--- config.mk ---
export PLATFORM = sky130hd
export DESIGN_NAME = simt_core
export DESIGN_NICKNAME = d
export VERILOG_FILES = /design/src/rtl/simt_core.sv
export SDC_FILE = /design/constraint.sdc
export NUM_CORES = 2
export LEC_CHECK = 0
export ABC_CLOCK_PERIOD_IN_PS = 10100
export BUFFER_PORTS_ARGS = -buffer_cell sky130_fd_sc_hd__buf_2
export CAP_MARGIN = 15
export CORE_ASPECT_RATIO = 0.9
export CORE_UTILIZATION = 60
export CTS_CLUSTER_SIZE = 30
export DETAILED_ROUTE_END_ITERATION = 16
export PLACE_DENSITY_LB_ADDON = 0.25
export SLEW_MARGIN = 10
export SYNTH_ARGS = -nofsm -noshare
export SYNTH_HDL_FRONTEND = slang
export SYNTH_SLANG_ARGS = --single-unit
--- constraint.sdc ---
create_clock -name clk -period 10.1 [get_ports clk]
set_input_delay 1.01 -clock clk [delete_from_list [all_inputs] [get_ports clk]]
set_output_delay 1.01 -clock clk [all_outputs]
set_load 0.01 [all_outputs]
--- src/rtl/simt_core.sv ---
// simt_core: SIMT execution core with lockstep lanes, a reconvergence stack and a stalling load path.
// Optional build macro SIMT_CORE_TID_INIT_EN: reset seeds r15 of each lane with its lane index.

package gpu_isa_pkg;
  localparam int unsigned OPC_W = 4;
  localparam int unsigned REG_W = 4;
  localparam int unsigned IMM_W = 16;

  localparam logic [OPC_W-1:0] OP_NOP = 4'd0;
  localparam logic [OPC_W-1:0] OP_ADD = 4'd1;
  localparam logic [OPC_W-1:0] OP_SUB = 4'd2;
  localparam logic [OPC_W-1:0] OP_MOV = 4'd3;
  localparam logic [OPC_W-1:0] OP_LDR = 4'd4;
  localparam logic [OPC_W-1:0] OP_STR = 4'd5;
  localparam logic [OPC_W-1:0] OP_JMP = 4'd6;
  localparam logic [OPC_W-1:0] OP_BEQ = 4'd7;

  typedef struct packed {
    logic [OPC_W-1:0] opcode;
    logic [REG_W-1:0] rd;
    logic [REG_W-1:0] rs1;
    logic [REG_W-1:0] rs2;
    logic [IMM_W-1:0] imm;
  } instruction_t;
endpackage

module simt_core
  import gpu_isa_pkg::*;
#(
  parameter int unsigned NUM_THREADS = 4,
  parameter int unsigned DATA_WIDTH  = 16,
  parameter int unsigned STACK_DEPTH = 4,
  parameter int unsigned PC_WIDTH    = 16
) (
  input  logic                                   clk,
  input  logic                                   rst_n,
  input  logic                                   instr_valid,
  input  instruction_t                           instr_in,
  output logic                                   instr_ready,
  input  logic [NUM_THREADS-1:0][DATA_WIDTH-1:0] mem_rdata,
  output logic [NUM_THREADS-1:0][DATA_WIDTH-1:0] mem_addr,
  output logic [NUM_THREADS-1:0][DATA_WIDTH-1:0] mem_wdata,
  output logic [NUM_THREADS-1:0]                 mem_we,
  output logic [NUM_THREADS-1:0]                 mem_re,
  output logic [PC_WIDTH-1:0]                    pc_out,
  output logic [NUM_THREADS-1:0]                 exec_mask_out,
  output logic                                   stack_ovf
);

  localparam int unsigned NREGS = 16;
  localparam int unsigned SP_W  = $clog2(STACK_DEPTH + 1);

  typedef enum logic [1:0] {
    ST_RUN  = 2'd0,
    ST_LDWB = 2'd1,
    ST_POP  = 2'd2
  } state_e;

  state_e                                 r_state;
  state_e                                 w_state_nxt;
  logic [PC_WIDTH-1:0]                    r_pc;
  logic [NUM_THREADS-1:0]                 r_mask;
  logic [SP_W-1:0]                        r_sp;
  logic [PC_WIDTH-1:0]                    r_stk_rpc  [STACK_DEPTH];
  logic [NUM_THREADS-1:0]                 r_stk_mask [STACK_DEPTH];
  logic                                   r_ovf;
  logic [DATA_WIDTH-1:0]                  r_rf [NUM_THREADS][NREGS];
  logic [NUM_THREADS-1:0][DATA_WIDTH-1:0] r_mem_addr;
  logic [NUM_THREADS-1:0][DATA_WIDTH-1:0] r_mem_wdata;
  logic [NUM_THREADS-1:0]                 r_mem_we;
  logic [NUM_THREADS-1:0]                 r_mem_re;
  logic [REG_W-1:0]                       r_ld_rd;
  logic [NUM_THREADS-1:0]                 r_ld_mask;

  logic [PC_WIDTH-1:0]                    w_tos_rpc;
  logic [NUM_THREADS-1:0]                 w_tos_mask;
  logic                                   w_match;
  logic [DATA_WIDTH-1:0]                  w_rs1_val [NUM_THREADS];
  logic [DATA_WIDTH-1:0]                  w_rs2_val [NUM_THREADS];
  logic [NUM_THREADS-1:0]                 w_taken;
  logic [PC_WIDTH-1:0]                    w_pc_nxt;
  logic [NUM_THREADS-1:0]                 w_mask_nxt;
  logic [SP_W-1:0]                        w_sp_nxt;
  logic                                   w_push;
  logic                                   w_ovf_nxt;
  logic [NUM_THREADS-1:0]                 w_rf_we;
  logic [REG_W-1:0]                       w_rf_waddr;
  logic [DATA_WIDTH-1:0]                  w_rf_wdata [NUM_THREADS];
  logic [NUM_THREADS-1:0][DATA_WIDTH-1:0] w_mem_addr_nxt;
  logic [NUM_THREADS-1:0][DATA_WIDTH-1:0] w_mem_wdata_nxt;
  logic [NUM_THREADS-1:0]                 w_mem_we_nxt;
  logic [NUM_THREADS-1:0]                 w_mem_re_nxt;
  logic [REG_W-1:0]                       w_ld_rd_nxt;
  logic [NUM_THREADS-1:0]                 w_ld_mask_nxt;

  // Top-of-stack view; entry sp-1 is the most recent push.
  always_comb begin
    w_tos_rpc  = '0;
    w_tos_mask = '0;
    for (int i = 0; i < int'(STACK_DEPTH); i++) begin
      if (r_sp == SP_W'(i + 1)) begin
        w_tos_rpc  = r_stk_rpc[i];
        w_tos_mask = r_stk_mask[i];
      end
    end
  end

  assign w_match     = (r_sp != '0) && (r_pc == w_tos_rpc);
  assign instr_ready = (r_state == ST_RUN) && !w_match;

  always_comb begin
    w_taken = '0;
    for (int t = 0; t < int'(NUM_THREADS); t++) begin
      w_rs1_val[t] = r_rf[t][instr_in.rs1];
      w_rs2_val[t] = r_rf[t][instr_in.rs2];
      w_taken[t]   = r_mask[t] && (w_rs1_val[t] == w_rs2_val[t]);
    end
  end

  always_ff @(posedge clk or negedge rst_n) begin
    if (!rst_n) r_state <= ST_RUN;
    else        r_state <= w_state_nxt;
  end

  // Next-state and datapath control.
  always_comb begin
    w_state_nxt     = r_state;
    w_pc_nxt        = r_pc;
    w_mask_nxt      = r_mask;
    w_sp_nxt        = r_sp;
    w_push          = 1'b0;
    w_ovf_nxt       = r_ovf;
    w_rf_we         = '0;
    w_rf_waddr      = instr_in.rd;
    w_mem_addr_nxt  = r_mem_addr;
    w_mem_wdata_nxt = r_mem_wdata;
    w_mem_we_nxt    = '0;
    w_mem_re_nxt    = '0;
    w_ld_rd_nxt     = r_ld_rd;
    w_ld_mask_nxt   = r_ld_mask;
    for (int t = 0; t < int'(NUM_THREADS); t++) w_rf_wdata[t] = '0;

    case (r_state)
      ST_LDWB: begin
        w_rf_we     = r_ld_mask;
        w_rf_waddr  = r_ld_rd;
        for (int t = 0; t < int'(NUM_THREADS); t++) w_rf_wdata[t] = mem_rdata[t];
        w_state_nxt = ST_RUN;
      end
      ST_POP: begin
        w_mask_nxt  = w_tos_mask;
        w_sp_nxt    = r_sp - SP_W'(1);
        w_state_nxt = ST_RUN;
      end
      ST_RUN: begin
        if (w_match) begin
          w_state_nxt = ST_POP;
        end else if (instr_valid) begin
          w_pc_nxt = r_pc + PC_WIDTH'(1);
          case (instr_in.opcode)
            OP_ADD: begin
              w_rf_we = r_mask;
              for (int t = 0; t < int'(NUM_THREADS); t++) w_rf_wdata[t] = w_rs1_val[t] + w_rs2_val[t];
            end
            OP_SUB: begin
              w_rf_we = r_mask;
              for (int t = 0; t < int'(NUM_THREADS); t++) w_rf_wdata[t] = w_rs1_val[t] - w_rs2_val[t];
            end
            OP_MOV: begin
              w_rf_we = r_mask;
              for (int t = 0; t < int'(NUM_THREADS); t++) w_rf_wdata[t] = DATA_WIDTH'(instr_in.imm);
            end
            OP_STR: begin
              w_mem_we_nxt = r_mask;
              for (int t = 0; t < int'(NUM_THREADS); t++) begin
                w_mem_addr_nxt[t]  = w_rs1_val[t];
                w_mem_wdata_nxt[t] = w_rs2_val[t];
              end
            end
            OP_LDR: begin
              w_mem_re_nxt  = r_mask;
              w_ld_rd_nxt   = instr_in.rd;
              w_ld_mask_nxt = r_mask;
              w_state_nxt   = ST_LDWB;
              for (int t = 0; t < int'(NUM_THREADS); t++) w_mem_addr_nxt[t] = w_rs1_val[t];
            end
            OP_JMP: w_pc_nxt = PC_WIDTH'(instr_in.imm);
            OP_BEQ: begin
              // Uniform outcomes need no stack entry; only a split warp pushes.
              if (w_taken == r_mask) begin
                w_pc_nxt = PC_WIDTH'(instr_in.imm);
              end else if (w_taken != '0) begin
                if (r_sp < SP_W'(STACK_DEPTH)) begin
                  w_push     = 1'b1;
                  w_sp_nxt   = r_sp + SP_W'(1);
                  w_mask_nxt = r_mask & ~w_taken;
                end else begin
                  w_ovf_nxt = 1'b1;
                end
              end
            end
            default: ;
          endcase
        end
      end
      default: w_state_nxt = ST_RUN;
    endcase
  end

  always_ff @(posedge clk or negedge rst_n) begin
    if (!rst_n) begin
      r_pc        <= '0;
      r_mask      <= '1;
      r_sp        <= '0;
      r_ovf       <= 1'b0;
      r_mem_addr  <= '0;
      r_mem_wdata <= '0;
      r_mem_we    <= '0;
      r_mem_re    <= '0;
      r_ld_rd     <= '0;
      r_ld_mask   <= '0;
      for (int i = 0; i < int'(STACK_DEPTH); i++) begin
        r_stk_rpc[i]  <= '0;
        r_stk_mask[i] <= '0;
      end
      for (int t = 0; t < int'(NUM_THREADS); t++) begin
        for (int r = 0; r < int'(NREGS); r++) r_rf[t][r] <= '0;
`ifdef SIMT_CORE_TID_INIT_EN
        r_rf[t][NREGS-1] <= DATA_WIDTH'(t);
`else
`endif
      end
    end else begin
      r_pc        <= w_pc_nxt;
      r_mask      <= w_mask_nxt;
      r_sp        <= w_sp_nxt;
      r_ovf       <= w_ovf_nxt;
      r_mem_addr  <= w_mem_addr_nxt;
      r_mem_wdata <= w_mem_wdata_nxt;
      r_mem_we    <= w_mem_we_nxt;
      r_mem_re    <= w_mem_re_nxt;
      r_ld_rd     <= w_ld_rd_nxt;
      r_ld_mask   <= w_ld_mask_nxt;
      if (w_push) begin
        for (int i = 0; i < int'(STACK_DEPTH); i++) begin
          if (r_sp == SP_W'(i)) begin
            r_stk_rpc[i]  <= PC_WIDTH'(instr_in.imm);
            r_stk_mask[i] <= r_mask;
          end
        end
      end
      for (int t = 0; t < int'(NUM_THREADS); t++) begin
        if (w_rf_we[t]) r_rf[t][w_rf_waddr] <= w_rf_wdata[t];
      end
    end
  end

  assign pc_out        = r_pc;
  assign exec_mask_out = r_mask;
  assign stack_ovf     = r_ovf;
  assign mem_addr      = r_mem_addr;
  assign mem_wdata     = r_mem_wdata;
  assign mem_we        = r_mem_we;
  assign mem_re        = r_mem_re;

endmodule
* Word level (Yosys, flattened, before mapping)
Cells that the tools add are included.
W data, S select, Z words.
** Word-level totals
- Output and inout port bits :: 158
- Input bits :: 99
- Register bits :: 1274
- Logic and storage cells :: 248
** Cells by class
- $add $sub $neg :: 11
- Order comparisons :: 5
- Bitwise gates (word level) :: 8
- Reductions and logical operators :: 26
- Equal/unequal tests :: 27
- Mux-type cells :: 82
** Operators by type and width (number)
- $bwmux W256 :: 4
- $bmux W16 S4 :: 8
- $mux W16 :: 22
- $pmux W64 S3 :: 1
- $mux W64 :: 2
- $pmux W64 S2 :: 1
- $mux W4 :: 22
- $eq A16 B16 Y1 :: 5
- $add A16 B16 Y16 :: 4
- $demux W16 S4 :: 1
- $sub A16 B16 Y16 :: 4
- $pmux W16 S2 :: 1
- $mux W3 :: 6
- $add A16 B1 Y16 const B :: 1
- $eq A4 B3 Y1 const B :: 4
- $pmux W4 S2 :: 2
- $ge A5 B5 Y1 const B :: 3
- $not A4 Y5 :: 3
- $reduce_and A7 Y1 :: 2
- $reduce_and A4 Y1 :: 3
- $reduce_and A2 Y1 :: 5
- $eq A4 B2 Y1 const B :: 2
- $mux W2 :: 4
- $logic_and A1 B1 Y1 :: 7
- 29 further kinds :: 42

* Depth between registers and ports, before layout
- Depth in word-level cells :: 15
- Depth in mapped cells :: 20
- Gate-level depth less buffers :: 15

* Worst setup path after synthesis
Ideal clock, no wire load.
- Path type :: input to register
- Start :: input instr_in[20] (netlist bit)
- End :: register r_rf[622] (netlist bit)
- Stages on the path :: 19
- Data required time :: 10035 ps
- Arrival :: 6141 ps
- Setup slack :: 3894 ps
- Path buffers :: 5
- Library setup time :: 65 ps
- Cells stage by stage :: buf_2 -> buf_4 -> clkbuf_1 -> buf_1 -> mux4_2 -> mux4_2 -> inv_1 -> ha_1 -> inv_1 -> fa_1 -> a21o_1 -> a221o_1 -> a31oi_1 -> o41ai_1 -> a2111oi_0 -> nor2_1 -> o31ai_1 -> clkbuf_1 -> mux2_2
** RTL lines
- start: declaration :: RTL line 38 : input instruction_t instr_in,
- end signal: indexed assignment :: RTL line 253 : if (w_rf_we[t]) r_rf[t][w_rf_waddr] <= w_rf_wdata[t];
- end: declaration :: RTL line 67 : logic [DATA_WIDTH-1:0] r_rf [NUM_THREADS][NREGS];

==> impl.org <==
** Floorplan
- The floorplan step set the die height to 330 um.
- Number of top-level pins :: 257
- The die covers 121000 um2.
- Initial core utilization :: 60.9%
- From left edge to right edge, the die measures 367 um.
- FP Rows :: 119
- Core ar. :: 118000 um2

** Global routing
- All-Layer GR Usage :: 36.5%
- Grt total ovfl :: 0
- Entering global routing, the biggest net connects 177 pins.
- Via count of the first global-routing pass :: 49391
- The first global-routing pass estimated 326000 um of wire.
- Initial antenna violation count :: 16

** Power and ir drop
- Areal power density over the cells :: 150 nW/um2
- The design draws 11900 uW.
- In this run switching power makes up 25.4% of total power.
- Internal power comes to 8880 uW.
- Lkg Pwr :: 0.0367 uW
- Highest ir drop seen on vdd :: 0.000152 V
- Clk pwr share :: 44.2%
- Psw :: 3020 uW
- Part of the total power dissipated in combinational logic :: 10.2%
- Proportion of power drawn by flip-flops and latches :: 45.6%

** Clocking
- Number of clock sinks seen by CTS :: 1274
- Setup fix buffers added after clock tree synthesis :: 0
- Counting along the longest clock path gives a buffer depth of 3.
- Number of buffers inserted for hold repair after clock tree synthesis :: 0
- TritonCTS built the clock tree.
- Master cell of the clock root buffer :: clkbuf_16
- Number of buffers inserted during clock tree synthesis :: 135
- Count of instances resized after the clock tree is built :: 0
- Clock latency on the worst-skew pair, taken at its later pin, is 0.79 ns.
- Level count of the clock H-tree :: 4
- Clock slew at the register clock pins of the worst setup and hold paths :: 0.06 ns

** Place
- Sum of net half-perimeters after detailed placement :: 136000 um
- At the end of routability-driven placement, the weighted congestion stood at 0.951.
- Timing analysis after detailed placement gives a worst setup slack of 2.65 ns.
- Buffers placed on the I/O ports in this run total 256.
- Placed cell areas :: 74400 um2

** Critical path
- Type of the worst setup path :: input port to register
- Data required time at the worst endpoint :: 10.76 ns
- STA classifies the critical path endpoint as a register.
- Family with the most delay on the worst path :: simple AND/OR/NAND/NOR gates
- Traced cell by cell, the critical path runs through buf_8 -> buf_4 -> mux4_2 -> mux4_2 -> ha_1 -> nand4_1 -> or4_1 -> o21a_1 -> or4_1 -> and3_1 -> nand3_1 -> mux2_2.
- Data arrives at the worst endpoint at 7.35 ns.
- Worst-path cell with the longest stage delay :: nand3_1
- Number of buffer and inverter stages on the critical path :: 2
- For this run, the slowest stage of the critical path takes 0.78 ns.
- Crit start category :: input port
- Of all nets on the critical path, the largest fanout is 66.

** Status
- The flow ran to the end, and the final reports show no timing, DRC or antenna violations.

** Timing
- Final WS setup :: 3.41 ns
- Maximum operating frequency :: 0.149 GHz
- Final setup viols :: 0
- Final Hold Violating Endpoints :: 0
- Summed over all failing endpoints, the final setup total negative slack is 0 ns.
- Worst rel slew slack :: 20.1%
- Setup repair after global routing left no endpoint under its margin.
- The tightest hold path in the finished design has a slack of 0.217 ns.
- Max Clock Skew :: 0.0278 ns
- After layout, the minimum clock period comes to 6.69 ns.
- Share of the clock period used by the worst path after layout :: 66.3%
- The final max-slew violation count was 0.
- For the pin with the worst max-slew slack, the measured transition is 1.20 ns.

** Logic synthesis
- After synthesis, the most frequently instantiated cells are dfrtp_1, mux2_2, mux4_2.
- Counting flops with an async set or reset pin after synthesis yields a share of 100%.
- Post-synthesis mux area share :: 38.1%
- Yosys instantiated no cell more often than dfrtp_1.
- The number of nets in the synthesized netlist is 5350.
- Summing the areas of all fa, ha and maj instances in the mapped netlist gives 2.44% of the synthesized area.
- Of the total synthesized cell area, the portion taken by XOR and XNOR cells is 0.255%.
- Of the total synthesized cell area, the portion taken by AND, OR, NAND and NOR gates is 4.67%.
- Number of synthesized flops with an enable pin :: 0
- By area, the combinational part of the netlist is dominated by multiplexers.
- Top-area cell type share of the netlist area :: 44.3%
- Sorting the synthesized cells by area gives the leading types as dfrtp_1, mux4_2, mux2_2.
- Synthesized instance count :: 5116
- The netlist uses 91 different library cells.
- The share of the Yosys chip area taken by registers is 44.4%.
- Yosys printed 0 warnings.
- In this run the cell area of the synthesized design comes to 71800 um2.
- The synthesized netlist devotes 6.98% of its cell area to compound gates.
- In the synthesized netlist the dominant register cell turns out to be dfrtp_1.
- The synthesized design spends more area on one cell type than any other, namely dfrtp_1.
- Register bit total from synthesis :: 1274
- In this run the mean area of a mapped cell was 14.0 um2.

** Routing
- Final wirelength :: 218000 um
- Using the TritonRoute via totals, the vias-per-cell ratio works out to 7.18.
- In the final routed layout, each cell accounts on average for 31.6 um.
- DRC marker count from the first detailed-route iteration :: 5845
- Via count :: 49484
- In the routed design, unresolved DRC markers number 0.
- Residual antenna-violating net count after detailed routing :: 0
- The first detailed-routing pass took 8 iterations.

** Layout
- After routing the design area is 79100 um2.
- Relative to the synthesized area, the layout overhead comes to 10.3%.
- Fraction of final layout cells with drive strength greater than 1 :: 43.3%
- The final layout contains 5429 nets.

** Flow run
- Reported max-cap violation count :: 0

** Min path
- Worst Hold Class :: input port to async pin
==> cell type report <==
class,instances,area [um2]
Tap cell,1573,1970
Antenna cell,20,50.0
Fill cell,8129,38600
Inverter,126,473
Sequential cell,1274,31900
Timing Repair Buffer,354,2240
Multi-Input combinational cell,3304,37900
Clock buffer,202,4120
Clock inverter,36,523
==> flip-flops by register name, summed over array words and instances, names as in the netlist, 2 cells and up <==
signal         cells
exec_mask_out      4
mem_addr          64
mem_re             4
mem_wdata         64
mem_we             4
pc_out            16
r_ld_mask          4
r_ld_rd            4
r_rf            1024
r_sp               3
r_state            2
r_stk_mask        16
r_stk_rpc         64
==> kinds of logic (layout without fill, tap and decap cells) <==
kind of cell / Yosys count / in the layout
and+or+nand+nor: 671 / 671
xor gates and xnor gates: 20 / 20
buffers and inverters: 538 / 718
other: 0 / 20
adders and majority gates: 135 / 135
AOI/OAI and AO/OA: 696 / 696
DFF: 1274 / 1274
muxes: 1782 / 1782
==> layer usage <==
metal / GRT usage, % / part of all wire, % / vias up / wire (um)
li1: - / - / 19940 / -
met1: 50.6 / 39 / 26075 / 85700
met2: 54.2 / 45 / 2856 / 99000
met3: 10.6 / 11 / 591 / 24000
met4: 15.9 / 4.1 / 22 / 9010
met5: 0 / 0.061 / - / 133
==> worst paths after layout <==
path / start / end / slack, ns / cells past startpoint
setup reg to reg: r_sp[2] / r_rf[402] / 3.42 / 14
min in group clk: mem_wdata[61] / mem_wdata[61] / 0.47 / 2
max in group asynchronous: rst_n / r_rf[470] / 7.41 / 3
hold reg to reg: mem_wdata[61] / mem_wdata[61] / 0.47 / 2
setup / recovery: instr_in[20] / r_stk_rpc[61] / 3.41 / 12
hold / removal: rst_n / r_rf[938] / 0.22 / 1
==> power groups by stage <==
stage / clock (uW) / combinational [uW] / sequential, uW
2_1_floorplan: 0 / 751 / 5460
3_3_place_gp: 0 / 1170 / 5500
3_5_place_dp: 0 / 1190 / 5510
4_1_cts: 5290 / 1190 / 5420
5_1_grt: 5500 / 1280 / 5440
6_report: 5260 / 1210 / 5430
==> stage by stage <==
step | instances | util, %
after floorplan | 5116 | -
after global placement | 6626 | 63.2
after CTS | 6864 | 67.1
final | 6889 | 67.2
after global routing | 6876 | 67.2
after detailed placement | 6626 | 63.2
==> layout by cell type (no fill, tap or decap), types with 40 or more instances in the layout <==
master,count
ha_1,127
buf_4,86
dfrtp_1,1269
clkbuf_16,145
buf_2,248
nor3_1,61
a22o_1,60
mux2_4,40
inv_1,126
a221oi_1,40
nor2_1,119
nand2_1,194
mux4_2,632
mux2_1,173
mux2_2,935
o21ai_0,171
a21oi_1,89
No activity file was read; power rests on OpenSTA's default activity.
